===== config.mk =====
export PLATFORM = sky130hd
export DESIGN_NAME = fd_hazard_controller_flat
export DESIGN_NICKNAME = d
export VERILOG_FILES = /design/src/rtl/fd_hazard_controller_if.sv /design/src/rtl/fd_hazard_controller.sv /design/src/flat_wrapper.sv
export SDC_FILE = /design/constraint.sdc
export NUM_CORES = 1
export LEC_CHECK = 0
export CAP_MARGIN = 10
export CORE_ASPECT_RATIO = 0.5
export CORE_MARGIN = 5
export CORE_UTILIZATION = 47
export CTS_BUF_LIST = sky130_fd_sc_hd__clkbuf_16
export CTS_CLUSTER_DIAMETER = 120
export DETAILED_ROUTE_END_ITERATION = 12
export PLACE_DENSITY = 0.8
export SKIP_LAST_GASP = 1
export SLEW_MARGIN = 20
export SYNTH_ARGS = -nofsm -noshare
export SYNTH_HDL_FRONTEND = slang
export SYNTH_SLANG_ARGS = --single-unit

===== constraint.sdc =====
create_clock -name clk -period 2.59 [get_ports clk]
set_clock_uncertainty 0.05 [all_clocks]
set_input_delay 0.518 -clock clk [delete_from_list [all_inputs] [get_ports clk]]
set_output_delay 0.518 -clock clk [all_outputs]
set_load 0.005 [all_outputs]

===== src/rtl/fd_hazard_controller_if.sv =====
// Hazard-control bundle between the decode/execute stages and the F/D hazard controller.
// The controller attaches to the slave modport and the pipeline side to the master modport.
interface fd_hazard_if #(
  parameter int unsigned REG_W  = 4,
  parameter int unsigned VCNT_W = 4,
  parameter int unsigned PERF_W = 16
);
  logic [REG_W-1:0]  Rs1D;
  logic [REG_W-1:0]  Rs2D;
  logic [REG_W-1:0]  RdE;
  logic              MemtoRegE;
  logic              PCSrcE;
  logic              VecStartE;
  logic [VCNT_W-1:0] VecCyclesE;
  logic              StallF;
  logic              EnD;
  logic              ClrD;
  logic              StallE;
  logic              FlushE;
  logic              VecBusy;
  logic [PERF_W-1:0] StallCnt;
  logic [PERF_W-1:0] FlushCnt;

  modport master (
    output Rs1D, Rs2D, RdE, MemtoRegE, PCSrcE, VecStartE, VecCyclesE,
    input  StallF, EnD, ClrD, StallE, FlushE, VecBusy, StallCnt, FlushCnt
  );

  modport slave (
    input  Rs1D, Rs2D, RdE, MemtoRegE, PCSrcE, VecStartE, VecCyclesE,
    output StallF, EnD, ClrD, StallE, FlushE, VecBusy, StallCnt, FlushCnt
  );
endinterface


===== src/rtl/fd_hazard_controller.sv =====
// Fetch/Decode hazard controller: load-use stalls, branch flushes, multi-cycle vector holds,
// plus saturating stall/flush event counters for performance debug.
module fd_hazard_controller #(
  parameter int unsigned REG_W  = 4,
  parameter int unsigned VCNT_W = 4,
  parameter int unsigned PERF_W = 16
) (
  input  logic        clk,
  input  logic        rst,
  fd_hazard_if.slave  hz
);

  typedef enum logic [0:0] {RUN = 1'b0, VBUSY = 1'b1} state_e;

  state_e             state_q, state_d;
  logic [VCNT_W-1:0]  vcnt_q, vcnt_d;
  logic [PERF_W-1:0]  stall_cnt_q, stall_cnt_d;
  logic [PERF_W-1:0]  flush_cnt_q, flush_cnt_d;

  logic stall_f_c, en_d_c, clr_d_c, stall_e_c, flush_e_c, vec_busy_c;
  logic load_use_c;

  assign load_use_c = hz.MemtoRegE && (hz.RdE != REG_W'(0)) &&
                      ((hz.RdE == hz.Rs1D) || (hz.RdE == hz.Rs2D));

  // Strobes are zero-latency; next state and counters are resolved alongside them.
  always_comb begin
    stall_f_c   = 1'b0;
    en_d_c      = 1'b1;
    clr_d_c     = 1'b0;
    stall_e_c   = 1'b0;
    flush_e_c   = 1'b0;
    vec_busy_c  = 1'b0;
    state_d     = state_q;
    vcnt_d      = vcnt_q;

    if (!rst) begin
      unique case (state_q)
        RUN: begin
          if (hz.PCSrcE) begin
            clr_d_c   = 1'b1;
            flush_e_c = 1'b1;
          end else if (hz.VecStartE && (hz.VecCyclesE >= VCNT_W'(2))) begin
            stall_f_c = 1'b1;
            en_d_c    = 1'b0;
            stall_e_c = 1'b1;
            // The start cycle is the first of N-1 stalls, so VBUSY lasts N-2 cycles.
            if (hz.VecCyclesE >= VCNT_W'(3)) begin
              state_d = VBUSY;
              vcnt_d  = hz.VecCyclesE - VCNT_W'(3);
            end
          end else if (load_use_c) begin
            stall_f_c = 1'b1;
            en_d_c    = 1'b0;
            flush_e_c = 1'b1;
          end
        end
        VBUSY: begin
          stall_f_c  = 1'b1;
          en_d_c     = 1'b0;
          stall_e_c  = 1'b1;
          vec_busy_c = 1'b1;
          if (vcnt_q == VCNT_W'(0)) begin
            state_d = RUN;
          end else begin
            vcnt_d = vcnt_q - VCNT_W'(1);
          end
        end
        default: state_d = RUN;
      endcase
    end

    stall_cnt_d = stall_cnt_q;
    flush_cnt_d = flush_cnt_q;
    if (stall_f_c && (stall_cnt_q != {PERF_W{1'b1}})) begin
      stall_cnt_d = stall_cnt_q + PERF_W'(1);
    end
    if (clr_d_c && (flush_cnt_q != {PERF_W{1'b1}})) begin
      flush_cnt_d = flush_cnt_q + PERF_W'(1);
    end
  end

  always_ff @(posedge clk) begin
    if (rst) begin
      state_q     <= RUN;
      vcnt_q      <= '0;
      stall_cnt_q <= '0;
      flush_cnt_q <= '0;
    end else begin
      state_q     <= state_d;
      vcnt_q      <= vcnt_d;
      stall_cnt_q <= stall_cnt_d;
      flush_cnt_q <= flush_cnt_d;
    end
  end

  assign hz.StallF   = stall_f_c;
  assign hz.EnD      = en_d_c;
  assign hz.ClrD     = clr_d_c;
  assign hz.StallE   = stall_e_c;
  assign hz.FlushE   = flush_e_c;
  assign hz.VecBusy  = vec_busy_c;
  assign hz.StallCnt = stall_cnt_q;
  assign hz.FlushCnt = flush_cnt_q;

endmodule

===== src/flat_wrapper.sv =====
// flat-port wrapper written by rule: the top's interface ports become plain ports
module fd_hazard_controller_flat 
#(
  parameter int unsigned REG_W  = 4,
  parameter int unsigned VCNT_W = 4,
  parameter int unsigned PERF_W = 16
)
  (clk, rst, hz_Rs1D, hz_Rs2D, hz_RdE, hz_MemtoRegE, hz_PCSrcE, hz_VecStartE, hz_VecCyclesE, hz_StallF, hz_EnD, hz_ClrD, hz_StallE, hz_FlushE, hz_VecBusy, hz_StallCnt, hz_FlushCnt);
  fd_hazard_if #(.REG_W(REG_W), .VCNT_W(VCNT_W), .PERF_W(PERF_W)) hz_i ();
  input  logic clk;
  input  logic rst;
  input wire logic [$bits(hz_i.Rs1D)-1:0] hz_Rs1D;
  input wire logic [$bits(hz_i.Rs2D)-1:0] hz_Rs2D;
  input wire logic [$bits(hz_i.RdE)-1:0] hz_RdE;
  input wire logic [$bits(hz_i.MemtoRegE)-1:0] hz_MemtoRegE;
  input wire logic [$bits(hz_i.PCSrcE)-1:0] hz_PCSrcE;
  input wire logic [$bits(hz_i.VecStartE)-1:0] hz_VecStartE;
  input wire logic [$bits(hz_i.VecCyclesE)-1:0] hz_VecCyclesE;
  output wire logic [$bits(hz_i.StallF)-1:0] hz_StallF;
  output wire logic [$bits(hz_i.EnD)-1:0] hz_EnD;
  output wire logic [$bits(hz_i.ClrD)-1:0] hz_ClrD;
  output wire logic [$bits(hz_i.StallE)-1:0] hz_StallE;
  output wire logic [$bits(hz_i.FlushE)-1:0] hz_FlushE;
  output wire logic [$bits(hz_i.VecBusy)-1:0] hz_VecBusy;
  output wire logic [$bits(hz_i.StallCnt)-1:0] hz_StallCnt;
  output wire logic [$bits(hz_i.FlushCnt)-1:0] hz_FlushCnt;
  assign hz_i.Rs1D = hz_Rs1D;
  assign hz_i.Rs2D = hz_Rs2D;
  assign hz_i.RdE = hz_RdE;
  assign hz_i.MemtoRegE = hz_MemtoRegE;
  assign hz_i.PCSrcE = hz_PCSrcE;
  assign hz_i.VecStartE = hz_VecStartE;
  assign hz_i.VecCyclesE = hz_VecCyclesE;
  assign hz_StallF = hz_i.StallF;
  assign hz_EnD = hz_i.EnD;
  assign hz_ClrD = hz_i.ClrD;
  assign hz_StallE = hz_i.StallE;
  assign hz_FlushE = hz_i.FlushE;
  assign hz_VecBusy = hz_i.VecBusy;
  assign hz_StallCnt = hz_i.StallCnt;
  assign hz_FlushCnt = hz_i.FlushCnt;
  fd_hazard_controller #(.REG_W(REG_W), .VCNT_W(VCNT_W), .PERF_W(PERF_W)) u_core (.clk(clk), .rst(rst), .hz(hz_i));
endmodule

==> results.md, run 1 <==
Run status:
- The flow ran to the end, but the final reports show violations.
- The final reports fail on setup timing.

Cells and area:
- In the layout the commonest cells are sky130_fd_sc_hd__clkdlybuf4s50_1, sky130_fd_sc_hd__dfxtp_1, sky130_fd_sc_hd__buf_4.
- The sequential cell area is about 740 um2.
- The most common cell after layout, fill and taps aside is sky130_fd_sc_hd__clkdlybuf4s50_1.
- In the final design database the tool counted roughly 350 nets.
- Compared with the post-synthesis result, the final layout area differs by 52.4%.
- With fillers left out, the area of the finished cells amounts to slightly above 3000 um2.
- The number of antenna diodes in the final layout is 0.
- Cells with a size suffix above 1 make up between 10% and 20% of the layout.
- After filler insertion, the fill cell instance count of the layout stands at roughly 270.
- Summing all multi-input logic gate instances after layout gives between 1000 and 1500 um2.

Setup path:
- The setup path with the least slack is of type input pin to output pin.
- Of all nets on the critical path, the largest fanout is 2.
- The start of the worst register-to-register path is u_core.hz.StallCnt[0].
- The data arrival time of the critical path is 2.05 ns.
- The worst setup path is launched from an input pin.
- For the worst setup path, the data required time is approximately 2.0 ns.
- The cell repeated most along the worst path is sky130_fd_sc_hd__buf_4.
- The slowest stage of the critical path is the sky130_fd_sc_hd__clkdlybuf4s50_1 cell.
- The critical path goes through clkdlybuf4s50_1, xnor2_1, nand4_1, a21oi_2, nor2_2, buf_4, buf_4, clkdlybuf4s15_1.
- STA classifies the critical path endpoint as an output pin.
- The most critical setup path has its startpoint at hz_Rs2D[2].
- The largest single stage delay on the critical path is ~0.47 ns.

Routing:
- After detailed routing, the average wire length per cell comes to between 15 and 20 um.
- After detailed routing, the total wire length is between 5000 and 6000 um.
- The routed layout has 2118 vias.
- In this run the remaining antenna-violating nets after routing total 0.
- After detailed routing, the number of vias per cell comes to roughly 5.6.
- The first-pass iteration count of the detailed router is 5.
- After detailed routing, the number of remaining DRC violations is 0.
- The detailed router's first-iteration violation count is 103.

Clock tree:
- The count of hold-fix buffers inserted at cts is 0.
- The worst-skew pair later-pin latency is roughly 0.28 ns.
- Counting along the longest clock path gives a buffer depth of 2.
- The clock root buffer is sky130_fd_sc_hd__clkbuf_16.
- The clock drives 37 sinks.
- The TritonCTS clock tree is done.
- CTS built an H-tree with a depth of 2.
- TritonCTS created 5 clock buffers.
- The post-CTS clock slew at the launch and capture registers of the worst setup and hold paths is roughly 0.06 ns.

Logic synthesis:
- The number of flops mapped to enable cells by yosys is 0.
- A synthesized cell averages 8.65 um2.
- The proportion of register bits with asynchronous set or reset after synthesis is 0%.
- Counting distinct cell types in the post-synthesis netlist gives between 40 and 50.
- In the synthesized netlist the dominant register cell turns out to be sky130_fd_sc_hd__dfxtp_1.
- The post-synthesis cell count is roughly 230.
- The post-synthesis cell area is about 2000 um2.
- Yosys printed 0 warnings.
- The number of flip-flops and latches in the synthesized netlist is 37.
- The number of nets handed over by synthesis was 259.
- The proportion of synthesized chip area in sequential cells is between 30% and 40%.

Floorplan:
- The horizontal die dimension is about 100 um.
- The initial cell density of the core is between 50% and 60%.
- slightly below 60 I/O pins were placed.
- The area of the die is 5760 um2.
- The die is ~56 um tall.
- The region available for standard cell placement spans between 4000 and 5000 um2.
- The site row count is 16.

Power:
- The combinational share of power is between 10% and 20%.
- Of the total power, the clock network draws between 40% and 50%.
- The power per cell area is between 400 and 500 nW/um2.
- The static power due to leakage is around 0.0012 uW.
- The power dissipated by switching net loads is 343 uW.
- The design draws ~1400 uW.
- The worst ir drop on vdd is between 0.0002 and 0.0003 V.
- Internal power comes to between 1000 and 1500 uW.
- In this run, flip-flops and latches consume roughly 43% of the power.
- Net switching is 24.7% of the power.

Worst hold path:
- The worst hold-check path type is flop to flop.
- The worst min-delay path startpoint is u_core.hz.StallCnt[11].

Timing:
- The final max-slew violation count came to 0.
- The share of the clock period used by the worst path is 101%.
- Setup violations remaining at the end of the flow were counted as 2.
- The final total negative setup slack is -0.0331 ns.
- Setup repair after global routing could not meet its margin everywhere.
- The worst-margin pin slew is roughly 0.42 ns.
- The hold violation total from the final report is 0.
- The worst-case setup margin in the final layout is -0.0328 ns.
- The clock period minus worst slack is roughly 2.6 ns.
- The relative slew slack is 71.5%.
- Derived from the worst setup path, the maximum achievable clock frequency is around 380 MHz.
- Hold timing on the final database bottoms out at a slack of 0.470 ns.

Placement:
- The cell area reported after detailed placement is roughly 2800 um2.
- The post-placement worst setup slack is -0.552 ns.
- The number of buffers added on ports is 58.
- Summed over all nets, the half-perimeter wirelength after detailed placement is between 3000 and 4000 um.
- The final weighted congestion in routability-driven placement is roughly 0.81.

GRT:
- The wire length of the first global-routing pass is 9810 um.
- The global routing usage summed across all routing layers is a little over a fifth.
- The number of global-route vias before repair was roughly 2.1k.
- The total overflow left after global routing is 0.
- The initial antenna violation count was 0.
- The pin count of the biggest net entering global routing is 24.

Run:
- The number of violations of the max-capacitance limit is 0.
state kept, by name, summed over array words and instances, names as in the netlist:
register            flops
u_core.state_q          1
u_core.hz.FlushCnt     16
u_core.vcnt_q           4
u_core.hz.StallCnt     16
cells in the mapped netlist, types with 4 or more instances:
cell type / count / area, um2
sky130_fd_sc_hd__dfxtp_1: 37 / 741
sky130_fd_sc_hd__nor2_1: 26 / 97.6
sky130_fd_sc_hd__a21oi_1: 14 / 70.1
sky130_fd_sc_hd__xnor2_1: 14 / 123
sky130_fd_sc_hd__nand2_1: 13 / 48.8
sky130_fd_sc_hd__nand3_1: 12 / 60.1
sky130_fd_sc_hd__xor2_1: 10 / 87.6
sky130_fd_sc_hd__inv_1: 9 / 33.8
sky130_fd_sc_hd__nand4_1: 8 / 50.1
sky130_fd_sc_hd__o31ai_1: 7 / 52.6
sky130_fd_sc_hd__ha_1: 6 / 75.1
sky130_fd_sc_hd__and4_1: 5 / 43.8
sky130_fd_sc_hd__clkbuf_1: 5 / 18.8
sky130_fd_sc_hd__nor3_1: 5 / 25.0
sky130_fd_sc_hd__or3_1: 5 / 31.3
sky130_fd_sc_hd__a31oi_1: 4 / 25.0
sky130_fd_sc_hd__and3_1: 4 / 25.0
sky130_fd_sc_hd__o21ai_0: 4 / 20.0
critical path: cells and delay by family:
family	cells	cell delay, ns
buffers and inverters	4	0.92
AND/OR/NAND/NOR	2	0.25
AO/OA/AOI/OAI	1	0.24
XOR/XNOR	1	0.12
what timing repair did:
| action | CTS | global route |
|---|---|---|
| gates cloned | 0 | 0 |
| pin swaps | 8 | 13 |
| setup buffers | 8 | 2 |
| setup endpoints to repair | 4 | 12 |
| gates resized for setup | 24 | 17 |
stage by stage:
stage               utilization, %  cells
finish                        76.4    377
global route                  76.4    377
CTS                           75.7    375
detailed placement            69.7    359
global placement              69.7    359
floorplan                        -    232
area by class of cell:
class | instances | share of cell area (%)
Multi-Input combinational cell | 177 | 40.2
Timing Repair Buffer | 91 | 27.6
Sequential cell | 37 | 24.2
Clock buffer | 5 | 4.09
Tap cell | 54 | 2.21
Inverter | 10 | 1.23
Clock inverter | 3 | 0.450
cells by family (layout without fill, tap and decap cells):
logic type	Yosys count	after routing	share of synthesized area (%)
AND/OR/NAND/NOR	94	94	25.5
flip-flops	37	37	36.9
multiplexers	2	2	0.998
buffers and inverters	18	109	4.36
AO/OA/AOI/OAI	51	51	18.0
adder cells (fa/ha/maj)	6	6	3.74
XOR/XNOR	24	24	10.5
path summary, 6_finish.rpt:
path                            endpoint  slack [ns]  depth (start not counted)
hold reg to reg   u_core.hz.StallCnt[11]        0.47                          2
hold / removal    u_core.hz.StallCnt[11]        0.47                          2
setup reg to reg   u_core.hz.StallCnt[0]        0.50                          7
setup / recovery                  hz_EnD       -0.03                          8
routing by layer:
metal	vias to the layer above	part of all wire, %	track usage (%)
met3	20	4.5	5.63
met1	998	42	24.7
li1	1031	-	-
met4	0	2.5	5.42
met2	69	51	38.3
met5	-	0	0
power groups by stage:
stage	combinational, uW	clock [uW]	sequential, uW
finish	218	579	592
global route	237	608	593
CTS	211	580	592
detailed placement	198	0	603
global placement	192	0	603
floorplan	92.3	0	601
Note: power is estimated with default switching activity, not from simulation.
==> run 2: changes to the inputs <==
--- a/config.mk
+++ b/config.mk
@@ -5,14 +5,16 @@
 export SDC_FILE = /design/constraint.sdc
 export NUM_CORES = 1
 export LEC_CHECK = 0
+export ABC_AREA = 1
 export CAP_MARGIN = 10
 export CORE_ASPECT_RATIO = 0.5
 export CORE_MARGIN = 5
-export CORE_UTILIZATION = 47
+export CORE_UTILIZATION = 50
 export CTS_BUF_LIST = sky130_fd_sc_hd__clkbuf_16
 export CTS_CLUSTER_DIAMETER = 120
 export DETAILED_ROUTE_END_ITERATION = 12
-export PLACE_DENSITY = 0.8
+export PLACE_DENSITY = 0.81
+export RECOVER_POWER = 50
 export SKIP_LAST_GASP = 1
 export SLEW_MARGIN = 20
 export SYNTH_ARGS = -nofsm -noshare
==> constraint.sdc (replaced) <==
create_clock -name clk -period 2.5 [get_ports clk]
set_clock_uncertainty 0.05 [all_clocks]
set_input_delay 0.5 -clock clk [delete_from_list [all_inputs] [get_ports clk]]
set_output_delay 0.5 -clock clk [all_outputs]
set_load 0.005 [all_outputs]
==> run 2 against run 1 <==
Net effect:
- the flow now finishes without violations
- global-route usage down 1.2 points
- clock power up 21%
- die area increased by 10%
- critical path depth grew 3
- synthesized cell count up 59%
- first-iteration DRC count rose by 37%
- final area is 7.2% higher
- area after synthesis rose by 19%
- largest cell class unchanged
==> results.md, run 2 <==
Logic synthesis:
- After technology mapping, the gate count stands at approximately 370.
- Dividing the synthesized area by the synthesized cell count gives roughly 6.5 um2.
- The cell taking the most area after synthesis is sky130_fd_sc_hd__dfxtp_1.
- The count of unique library cells instantiated by Yosys is 29.
- For this run, the number of Yosys warnings is 0.
- The portion of synthesized cell area occupied by the leading cell type is 31.0%.
- By area the synthesized netlist is led by sky130_fd_sc_hd__dfxtp_1, sky130_fd_sc_hd__nand2_1, sky130_fd_sc_hd__inv_1.
- The number of flip-flops and latches in the synthesized netlist is 37.
- The commonest cells after synthesis are sky130_fd_sc_hd__nand2_1, sky130_fd_sc_hd__inv_1, sky130_fd_sc_hd__dfxtp_1.
- Sequential elements use 31.0% of the synthesized area.
- Among all flip-flop cells after synthesis, the most frequent one is sky130_fd_sc_hd__dfxtp_1.
- The number of nets produced by synthesis is about 400.
- The most numerous cell in the Yosys netlist is sky130_fd_sc_hd__nand2_1.
- Counting flops with a built-in enable in the synthesized netlist gives 0.
- The post-synthesis cell area is ~2400 um2.
- The proportion of register bits with asynchronous set or reset after synthesis is 0%.

Power:
- The worst ir drop on vdd is 0.000268 V.
- The internal power is about 1200 uW.
- The sequential share of power is between 40% and 50%.
- The power per cell area is about 460 nW/um2.
- Summed over all nets, the switching power comes to ~360 uW.
- The combinational share of power is ~14%.
- The switching fraction of total power is approximately a quarter.
- The static power due to leakage is about 0.0014 uW.
- The clock network burns 45.8% of the power.

Clock tree:
- After clock tree synthesis, the clock-pin slew on the worst setup and hold paths is around 0.060 ns.
- The TritonCTS clock tree is done.
- The clock net in this run drives a total of 37 sinks.
- The clock root buffer is sky130_fd_sc_hd__clkbuf_16.
- The largest buffer count on any clock path is 2.
- The worst-skew pair later-pin latency is between 0.2 and 0.3 ns.
- The clock buffer count from CTS is 5.
- The clock tree synthesis step divided the H-tree into 2 levels.
- Buffers inserted to repair hold after CTS numbered 0.

Setup path:
- The endpoint type of the worst setup path is an output pin.
- The data required time of the worst path is 1.95 ns.
- The classification of the worst setup path is input pin to output pin.
- The largest driver fanout on the critical path is 3.
- The endpoint identified for the worst register-to-register timing path is u_core.hz.FlushCnt[7].
- The startpoint type of the worst setup path is an input pin.
- The cell repeated most along the worst path is sky130_fd_sc_hd__inv_1.
- In this run the critical register-to-register path is launched from u_core.hz.FlushCnt[0].
- Traced cell by cell, the critical path runs through clkdlybuf4s50_1, inv_1, ha_1, nor2_1, nand2_1, nand2_2, o22ai_1, inv_1, nand2_2, inv_1, clkbuf_2.
- At the worst endpoint, the arrival time is 1.86 ns.
- Among all stages on the critical path, the largest delay is contributed by sky130_fd_sc_hd__clkdlybuf4s50_1.
- The setup slack on the worst flop-to-flop path is around 0.50 ns.
- The cell depth of the worst flop-to-flop path is 9.
- For this run, the slowest stage of the critical path takes between 0.4 and 0.5 ns.

Worst hold path:
- The worst hold path terminates at u_core.hz.StallCnt[15].
- The hold path depth is 2.
- The worst hold-check path type is flop to flop.
- The worst min-delay path startpoint is u_core.hz.StallCnt[15].

Cells and area:
- 0 antenna diodes ended up in the layout.
- The finished layout holds between 500 and 600 standard cells, fillers aside.
- The final-layout fill cell count is roughly 360.
- The area added between synthesis and finish is 37.1%.
- The net total in the final layout is around 470.
- Of the cells placed in the final design, the portion with a size suffix greater than 1 is around 7.7%.
- The most common cell after layout, fill and taps aside is sky130_fd_sc_hd__nand2_1.
- Leaving out fill and tap cells, the most frequent cells in the layout are sky130_fd_sc_hd__nand2_1, sky130_fd_sc_hd__inv_1, sky130_fd_sc_hd__dfxtp_1.

Timing:
- The final max-slew violation count is 0.
- Setup violations remaining at the end of the flow were counted as 0.
- The clock period minus worst slack is about 2.4 ns.
- Of the available clock period, the critical path in the final layout requires 96.6%.
- The relative slew slack is between 70 and 80%.
- The hold violation total from the final report is 0.
- The worst-margin pin slew is 0.339 ns.
- The maximum frequency from static timing analysis is 414 MHz.
- Final hold analysis gives a worst-case slack of 0.440 ns.

GRT:
- The global-route track usage on met3 is roughly 4%.
- The wire length of the first global-routing pass is 10400 um.
- The number of global-route vias before repair is approximately 2.4k.
- For this run, global-route usage on met1 was measured as around 24%.
- After global routing, the most crowded layer is met2.
- The pin count of the biggest net entering global routing is 31.
- In the global route stage, met2 resource usage came out at between 30% and 40%.
- The global routing usage summed across all routing layers is 20.0%.
- The remaining global-route overflow is 0.
- The initial antenna violation count came to 0.

Floorplan:
- Row generation in the floorplan step produced 17 rows.
- The die is 108 um wide.
- The area of the die is roughly 6400 um2.
- The top-level I/O count is 59.
- The region available for standard cell placement spans 4510 um2.
- The die is roughly 60 um tall.
- The initial utilization of the core area, before any placement, comes to 53.1%.

Routing:
- In the routed design, unresolved DRC markers number 0.
- The first-pass iteration count of the detailed router is 5.
- The average routed wire per standard cell is roughly 12 um.
- Dividing the detail-routed via count by the number of cells gives approximately 5.1.
- The detailed router's first-iteration violation count is approximately 140.
- The detailed-route wire length is between 6000 and 7000 um.
- The total number of vias is 2579.
- In this run the remaining antenna-violating nets after routing total 0.

Placement:
- The cell count after placement is 497.
- Buffers placed on the I/O ports in this run total 58.
- The final weighted congestion in routability-driven placement is 0.939.
- The final HPWL from detailed placement is around 4700 um.

Run:
- The number of violations of the max-capacitance limit is 0.

Run status:
- The flow ran to the end, and the final reports show no timing, DRC or antenna violations.
[run 2: critical path, delay by kind of cell]
kind	cells	cell delay (ns)
AOI/OAI and AO/OA	1	0.08
adders and majority gates	1	0.19
buffers and inverters	5	0.76
and+or+nand+nor	4	0.32
[run 2: per-layer routing]
metal / vias up / wire, um
li1: 1320 / -
met1: 1183 / 2830
met2: 67 / 2980
met3: 9 / 305
met4: 0 / 82
met5: - / 0
[run 2: timing repair]
action | CTS | global route
endpoints found under the setup margin | 5 | 3
endpoints found under the hold margin | 0 | 0
buffers inserted | 1 | 0
pin swaps | 1 | 0
gates resized for setup | 9 | 8
[run 2: per-stage QoR]
| step | instance area [um2] | worst slack (ns) | setup TNS (ns) | total power (uW) | util, % |
|---|---|---|---|---|---|
| finish | 3280 | 0.0861 | 0 | 1520 | 72.8 |
| global route | 3280 | -0.00125 | -0.00125 | 1590 | 72.8 |
| CTS | 3280 | -0.0266 | -0.0266 | 1540 | 72.8 |
| detailed placement | 3110 | -0.335 | -1.06 | 843 | 69.0 |
| global placement | 3110 | -0.296 | -0.857 | 835 | 69.0 |
| floorplan | 2390 | 0.536 | 0 | 740 | - |
[run 2: how the worst max path moves through the flow]
stage	startpoint	end	slack [ns]	depth (start not counted)
finish	hz_VecCyclesE[0]	hz_EnD	0.09	11
global route	hz_VecCyclesE[0]	hz_EnD	-0.001	11
CTS	hz_VecCyclesE[0]	hz_EnD	-0.03	11
detailed placement	hz_VecCyclesE[0]	hz_EnD	-0.34	11
global placement	hz_VecCyclesE[0]	hz_EnD	-0.30	11
floorplan	hz_VecCyclesE[0]	hz_EnD	0.54	10
[run 2: cell families (layout without fill, tap and decap cells)]
kind of cell	count (synthesis)	in the layout	share of synthesized area (%)
compound gates	54	54	12.0
xor+xnor	24	24	8.79
fa+ha+maj	6	6	3.14
buf+inv	63	135	10.8
flops	37	37	31.0
mux	1	1	0.418
simple gates	183	183	33.8
[run 2: layout make-up]
type                            instances  area [um2]  area share [%]
Clock buffer                            5         125            3.81
Tap cell                               66        82.6            2.52
Timing Repair Buffer                   75         702            21.4
Multi-Input combinational cell        268        1400            42.6
Clock inverter                          3        37.5            1.14
Inverter                               52         195            5.95
Sequential cell                        37         741            22.6
[run 2: power groups by stage]
stage	registers, uW	clock network, uW	logic [uW]
6_report	615	698	212
5_1_grt	617	739	234
4_1_cts	615	709	216
3_5_place_dp	628	0	216
3_3_place_gp	627	0	208
2_1_floorplan	624	0	116
